### src/rtl/base_window_packer.sv
// Sliding-window packer: turns a serial 2-bit base stream into packed BASES-wide windows,
// each tagged with the sequence position of its oldest base.
module base_window_packer #(
  parameter int BASES = 4,
  parameter int POS_W = 16
) (
  input  logic                 clk,
  input  logic                 rst,
  input  logic                 in_valid,
  output logic                 in_ready,
  input  logic [1:0]           in_base,
  input  logic                 in_n,
  input  logic                 in_sop,
  output logic                 out_valid,
  input  logic                 out_ready,
  output logic [2*BASES-1:0]   out_window,
  output logic [POS_W-1:0]     out_pos
);

  localparam int WIN_W  = 2 * BASES;
  localparam int FILL_W = $clog2(BASES + 1);

  // Fill count saturates at a full window; once full every new base slides it.
  function automatic logic [FILL_W-1:0] sat_fill(input logic [FILL_W-1:0] f);
    if (f >= FILL_W'(BASES)) begin
      return FILL_W'(BASES);
    end
    return f + FILL_W'(1);
  endfunction

  function automatic logic [WIN_W-1:0] shift_in(input logic [WIN_W-1:0] w,
                                                input logic [1:0]       b);
    return {w[WIN_W-3:0], b};
  endfunction

  logic [WIN_W-1:0]  window_p0;
  logic [FILL_W-1:0] fill_p0;
  logic [POS_W-1:0]  pos_p0;

  logic [WIN_W-1:0]  win_p1;
  logic [POS_W-1:0]  pos_p1;
  logic              vld_p1;

  logic              accept;
  logic              emit;
  logic [WIN_W-1:0]  win_nxt;
  logic [FILL_W-1:0] fill_nxt;
  logic [POS_W-1:0]  idx_nxt;
  logic [POS_W-1:0]  start_pos;

  assign in_ready   = !vld_p1 || out_ready;
  assign accept     = in_valid && in_ready;
  assign out_valid  = vld_p1;
  assign out_window = win_p1;
  assign out_pos    = pos_p1;

  always_comb begin
    win_nxt  = window_p0;
    fill_nxt = fill_p0;
    idx_nxt  = in_sop ? '0 : pos_p0 + POS_W'(1);
    if (in_n) begin
      // An ambiguous base poisons the window but still occupies a position.
      win_nxt  = '0;
      fill_nxt = '0;
    end else if (in_sop) begin
      win_nxt  = WIN_W'(in_base);
      fill_nxt = FILL_W'(1);
    end else begin
      win_nxt  = shift_in(window_p0, in_base);
      fill_nxt = sat_fill(fill_p0);
    end
    emit      = accept && (fill_nxt == FILL_W'(BASES));
    start_pos = idx_nxt - POS_W'(BASES - 1);
  end

  // Stage p0: window assembly and position tracking
  always_ff @(posedge clk) begin
    if (rst) begin
      window_p0 <= '0;
      fill_p0   <= '0;
      pos_p0    <= '0;
    end else if (accept) begin
      window_p0 <= win_nxt;
      fill_p0   <= fill_nxt;
      pos_p0    <= idx_nxt;
    end
  end

  // Stage p1: single output register; a consume and an emit may share a cycle
  always_ff @(posedge clk) begin
    if (rst) begin
      vld_p1 <= 1'b0;
      win_p1 <= '0;
      pos_p1 <= '0;
    end else if (emit) begin
      vld_p1 <= 1'b1;
      win_p1 <= win_nxt;
      pos_p1 <= start_pos;
    end else if (out_ready) begin
      vld_p1 <= 1'b0;
    end
  end

endmodule

### config.mk
export PLATFORM = sky130hd
export DESIGN_NAME = base_window_packer
export DESIGN_NICKNAME = d
export VERILOG_FILES = /design/src/rtl/base_window_packer.sv
export SDC_FILE = /design/constraint.sdc
export NUM_CORES = 1
export LEC_CHECK = 0
export CAP_MARGIN = 20
export CORE_ASPECT_RATIO = 1.5
export CORE_MARGIN = 10
export CORE_UTILIZATION = 58
export DETAILED_ROUTE_END_ITERATION = 10
export DONT_BUFFER_PORTS = 1
export GPL_TIMING_DRIVEN = 1
export PLACE_DENSITY = 0.74
export SETUP_SLACK_MARGIN = 0.05
export SYNTH_ARGS = -nofsm -noshare
export SYNTH_HDL_FRONTEND = slang
export SYNTH_SLANG_ARGS = --single-unit
export TNS_END_PERCENT = 50
### constraint.sdc
create_clock -name clk -period 2.9 [get_ports clk]
set_input_delay 0.435 -clock clk [delete_from_list [all_inputs] [get_ports clk]]
set_output_delay 0.435 -clock clk [all_outputs]
set_load 0.05 [all_outputs]
==> reports/metrics.json <==
{
  "clock_network": {
    "cts.reportedPaths.clkPinSlew_ns": 0.10,
    "cts_max_level": 2,
    "ctsLongestPathBuffers": 2,
    "holdBufCountCts": 0,
    "cts_tree": "built",
    "clock-sinks": 50,
    "cts_buffers": 5,
    "clk_root_buffer_cell": "sky130_fd_sc_hd__clkbuf_8",
    "clock_latency_ns": 0.31,
    "post_cts_resized": 0,
    "postCtsSetupRepairBufs": 0
  },
  "yosys": {
    "synth-edff-count": 0,
    "mapped_area_sq_um": 2600,
    "synthesis.instances": 331,
    "ys_ff_latch": 50,
    "syn-mean-instance-area_sq_um": 7.87,
    "ys.flop_type": "sky130_fd_sc_hd__dfxtp_1",
    "synth_nets": 343,
    "yosys.cell_types.count": 51,
    "yosys_warnings": 0,
    "yosysSeqAreaShare_pct": 38.4,
    "synthDominantCellAreaShare_pct": 38.4,
    "ys_async_sr_fraction_pct": 0,
    "synth_top_area_cell": "sky130_fd_sc_hd__dfxtp_1",
    "area_contributors_post_synth": "sky130_fd_sc_hd__dfxtp_1 (38%), sky130_fd_sc_hd__nand2_1 (8.2%), sky130_fd_sc_hd__a21oi_1 (7.9%)"
  },
  "timing": {
    "final.setup.tns_ns": 0,
    "finalClockSkew_ns": 0.00690,
    "timing.fmax_mhz": 379,
    "fin_ws_ns": 0.258,
    "finalMaxSlewViolations": 0,
    "worst-slew-pin-transition_ns": 0.664,
    "timing.max_slew.rel_slack_pct": 55.6,
    "setup_viol": 0,
    "final_hold_viol_count": 0,
    "period_share_pct": 91.1,
    "finalWorstPathRequiredPeriod_ns": 2.64,
    "rsz0062_at_grt": "no"
  },
  "placed_design": {
    "gp_routability_congestion": 0.862,
    "dp_cells": 367,
    "port_buffers": 0,
    "place_worst_setup_slack_ns": 0.178,
    "dpl.hpwl_mm": 4.40
  },
  "detailed_routing": {
    "drt.antenna.violating_nets": 0,
    "first_iter_violations": 123,
    "drcViolationCount": 0,
    "wirelength_routed_mm": 6.08,
    "drt-vias-per-instance": 6.22,
    "num_vias": 2334,
    "drtPass1Iterations": 4,
    "wl_per_cell_um": 16.2
  },
  "die": {
    "floorplan.rows": 29,
    "die_y_um": 102,
    "die_width_um": 74.7,
    "core-area_sq_um": 4280,
    "io_pins": 34,
    "area_enclosed_by_the_die_boundary_sq_um": 7620,
    "floorplan.initialDensity_pct": 60.8
  },
  "setup_path": {
    "path_buf_inv": 0,
    "critical-path-max-stage-delay_ns": 0.54,
    "reg2reg_depth": 7,
    "cp_data_required_time_ns": 3.14,
    "critical_path_type": "flop to flop",
    "timing.critical_path.cells": "ha_1 -> nand3_2 -> nor3_2 -> mux2_2 -> or4_4 -> or3_1 -> a31oi_1",
    "critical_path_fanout_max": 8,
    "critPathTopFamily": "simple AND/OR/NAND/NOR gates",
    "cp_slowest_cell": "sky130_fd_sc_hd__or4_4",
    "critical_path.reg2reg.startpoint": "pos_p0[1]",
    "regToRegSetupSlack_ns": 0.26,
    "critical_path.startpoint_type": "flop",
    "cp_data_arrival_time_ns": 2.88,
    "endpoint_kind": "flop",
    "crit_path_start": "pos_p0[1]",
    "cp_num_cells": 7,
    "r2r-end": "out_pos[11]"
  },
  "cells_and_area": {
    "non_filler_instances": 375,
    "most-common-layout-cells": "sky130_fd_sc_hd__nand2_1 (57), sky130_fd_sc_hd__dfxtp_1 (50), sky130_fd_sc_hd__a21oi_1 (41), sky130_fd_sc_hd__nor2_1 (31), sky130_fd_sc_hd__o21ai_0 (12)",
    "flow.area_growth_from_synthesis_pct": 5.81,
    "fin_nets": 340,
    "most_common_cell_after_layout_fill_and_taps_aside": "sky130_fd_sc_hd__nand2_1",
    "diodes": 0,
    "drive_gt1_share_pct": 9.73
  },
  "global_routing": {
    "grt_max_degree": 45,
    "number_of_antenna_violations_at_the_first_check_in_global_routing": 0,
    "grt-ovfl-total": 0,
    "grt_use_total_pct": 16.6,
    "grt_pass1_vias": 2204,
    "grt_pass1_wl_mm": 10.2
  },
  "power": {
    "total_leakage_power_nw": 0.963,
    "power_per_cell_area_nw_per_um2": 424,
    "power.ir.vdd_worst_mv": 0.218,
    "fin_total_pwr_mw": 1.17
  },
  "min_path": {
    "destination_of_the_worst_hold_path": "out_window[1]",
    "worst_hold_startpoint": "rst",
    "timing.hold.worst.class": "input port to flop",
    "worst_hold_path.num_cells": 1
  },
  "run_status": {
    "outcome": "finished, final reports clean"
  },
  "job": {
    "maxCapViolCount": 0
  }
}
==> layout make-up <==
type | instances | area (sq um)
inverter | 6 | 22.5
clock inverter | 3 | 23.8
clock buffer | 5 | 68.8
multi-input combinational | 256 | 1510
fill | 386 | 1530
sequential | 50 | 1000
timing repair buffer | 9 | 67.6
tap | 46 | 57.6
==> per-stage QoR <==
stage               area (sq um)  utilization (%)  hold slack, ns
floorplan                   2600                -           0.432
finish                      2760             64.3           0.180
detailed placement          2650             61.9           0.439
global route                2760             64.3           0.169
global placement            2650             61.9           0.432
CTS                         2740             64.1           0.176
==> metal layers <==
layer,track usage (%),up-vias,wire [um]
li1,-,1165,-
met1,18.1,1103,2410
met2,29.7,51,3190
met3,3.39,15,322
met4,7.31,0,153
met5,0,-,0
==> cells in the mapped netlist (2+ instances only) <==
library cell,count
sky130_fd_sc_hd__nand2_1,57
sky130_fd_sc_hd__dfxtp_1,50
sky130_fd_sc_hd__a21oi_1,41
sky130_fd_sc_hd__nor2_1,31
sky130_fd_sc_hd__o21ai_0,12
sky130_fd_sc_hd__clkbuf_1,11
sky130_fd_sc_hd__nand3_1,9
sky130_fd_sc_hd__nor2b_1,9
sky130_fd_sc_hd__nor3_1,8
sky130_fd_sc_hd__inv_1,6
sky130_fd_sc_hd__a211oi_1,5
sky130_fd_sc_hd__buf_2,5
sky130_fd_sc_hd__nor4_1,5
sky130_fd_sc_hd__o211ai_1,5
sky130_fd_sc_hd__xnor2_1,5
sky130_fd_sc_hd__ha_1,4
sky130_fd_sc_hd__mux2_2,4
sky130_fd_sc_hd__mux2i_1,4
sky130_fd_sc_hd__nand4_1,4
sky130_fd_sc_hd__o31ai_1,4
sky130_fd_sc_hd__a31oi_1,3
sky130_fd_sc_hd__and2_1,3
sky130_fd_sc_hd__and3_1,3
sky130_fd_sc_hd__buf_1,3
sky130_fd_sc_hd__nand2b_1,3
sky130_fd_sc_hd__o21a_1,3
sky130_fd_sc_hd__xor2_1,3
sky130_fd_sc_hd__a21boi_0,2
sky130_fd_sc_hd__a21o_1,2
sky130_fd_sc_hd__and4_1,2
sky130_fd_sc_hd__nor3b_1,2
sky130_fd_sc_hd__o211a_1,2
sky130_fd_sc_hd__or3_1,2
sky130_fd_sc_hd__or4_1,2
==> worst max path at each step <==
stage,endpoint,slack [ns]
6_report,out_pos[11],0.26
5_1_grt,out_pos[14],0.07
4_1_cts,out_pos[11],0.17
3_5_place_dp,out_pos[11],0.18
3_3_place_gp,out_pos[11],0.25
2_1_floorplan,out_pos[12],0.30
==> cells by family (layout without fill, tap and decap cells) <==
family,Yosys count,after routing,share of synthesized area (%)
AND/OR/NAND/NOR,148,148,28.6
multiplexers,9,9,3.80
adder cells (fa/ha/maj),4,4,1.92
flip-flops,50,50,38.4
buffers and inverters,25,23,3.84
XOR/XNOR,8,8,2.69
AO/OA/AOI/OAI,87,87,20.7
==> worst register-to-register path, stage by stage (launching register included) <==
cell and delay (ns):
sky130_fd_sc_hd__dfxtp_1 0.43, sky130_fd_sc_hd__ha_1 0.27, sky130_fd_sc_hd__nand3_2 0.20, sky130_fd_sc_hd__nor3_2 0.28, sky130_fd_sc_hd__mux2_2 0.40, sky130_fd_sc_hd__or4_4 0.54, sky130_fd_sc_hd__or3_1 0.31, sky130_fd_sc_hd__a31oi_1 0.15
==> report_power, final <==
| part | switching (mW) | total, mW | internal, mW | leakage, nW |
|---|---|---|---|---|
| clock network | 0.248 | 0.421 | 0.173 | 0.0408 |
| registers | 0.00296 | 0.692 | 0.689 | 0.403 |
| logic | 0.0342 | 0.0538 | 0.0196 | 0.519 |
| total | 0.285 | 1.17 | 0.882 | 0.963 |
==> sequential cells by signal, summed over array words and instances, names as in the netlist <==
name        count
fill_p0         3
out_pos        16
out_valid       1
out_window      8
pos_p0         16
window_p0       6
Note: power is estimated with default switching activity, not from simulation.
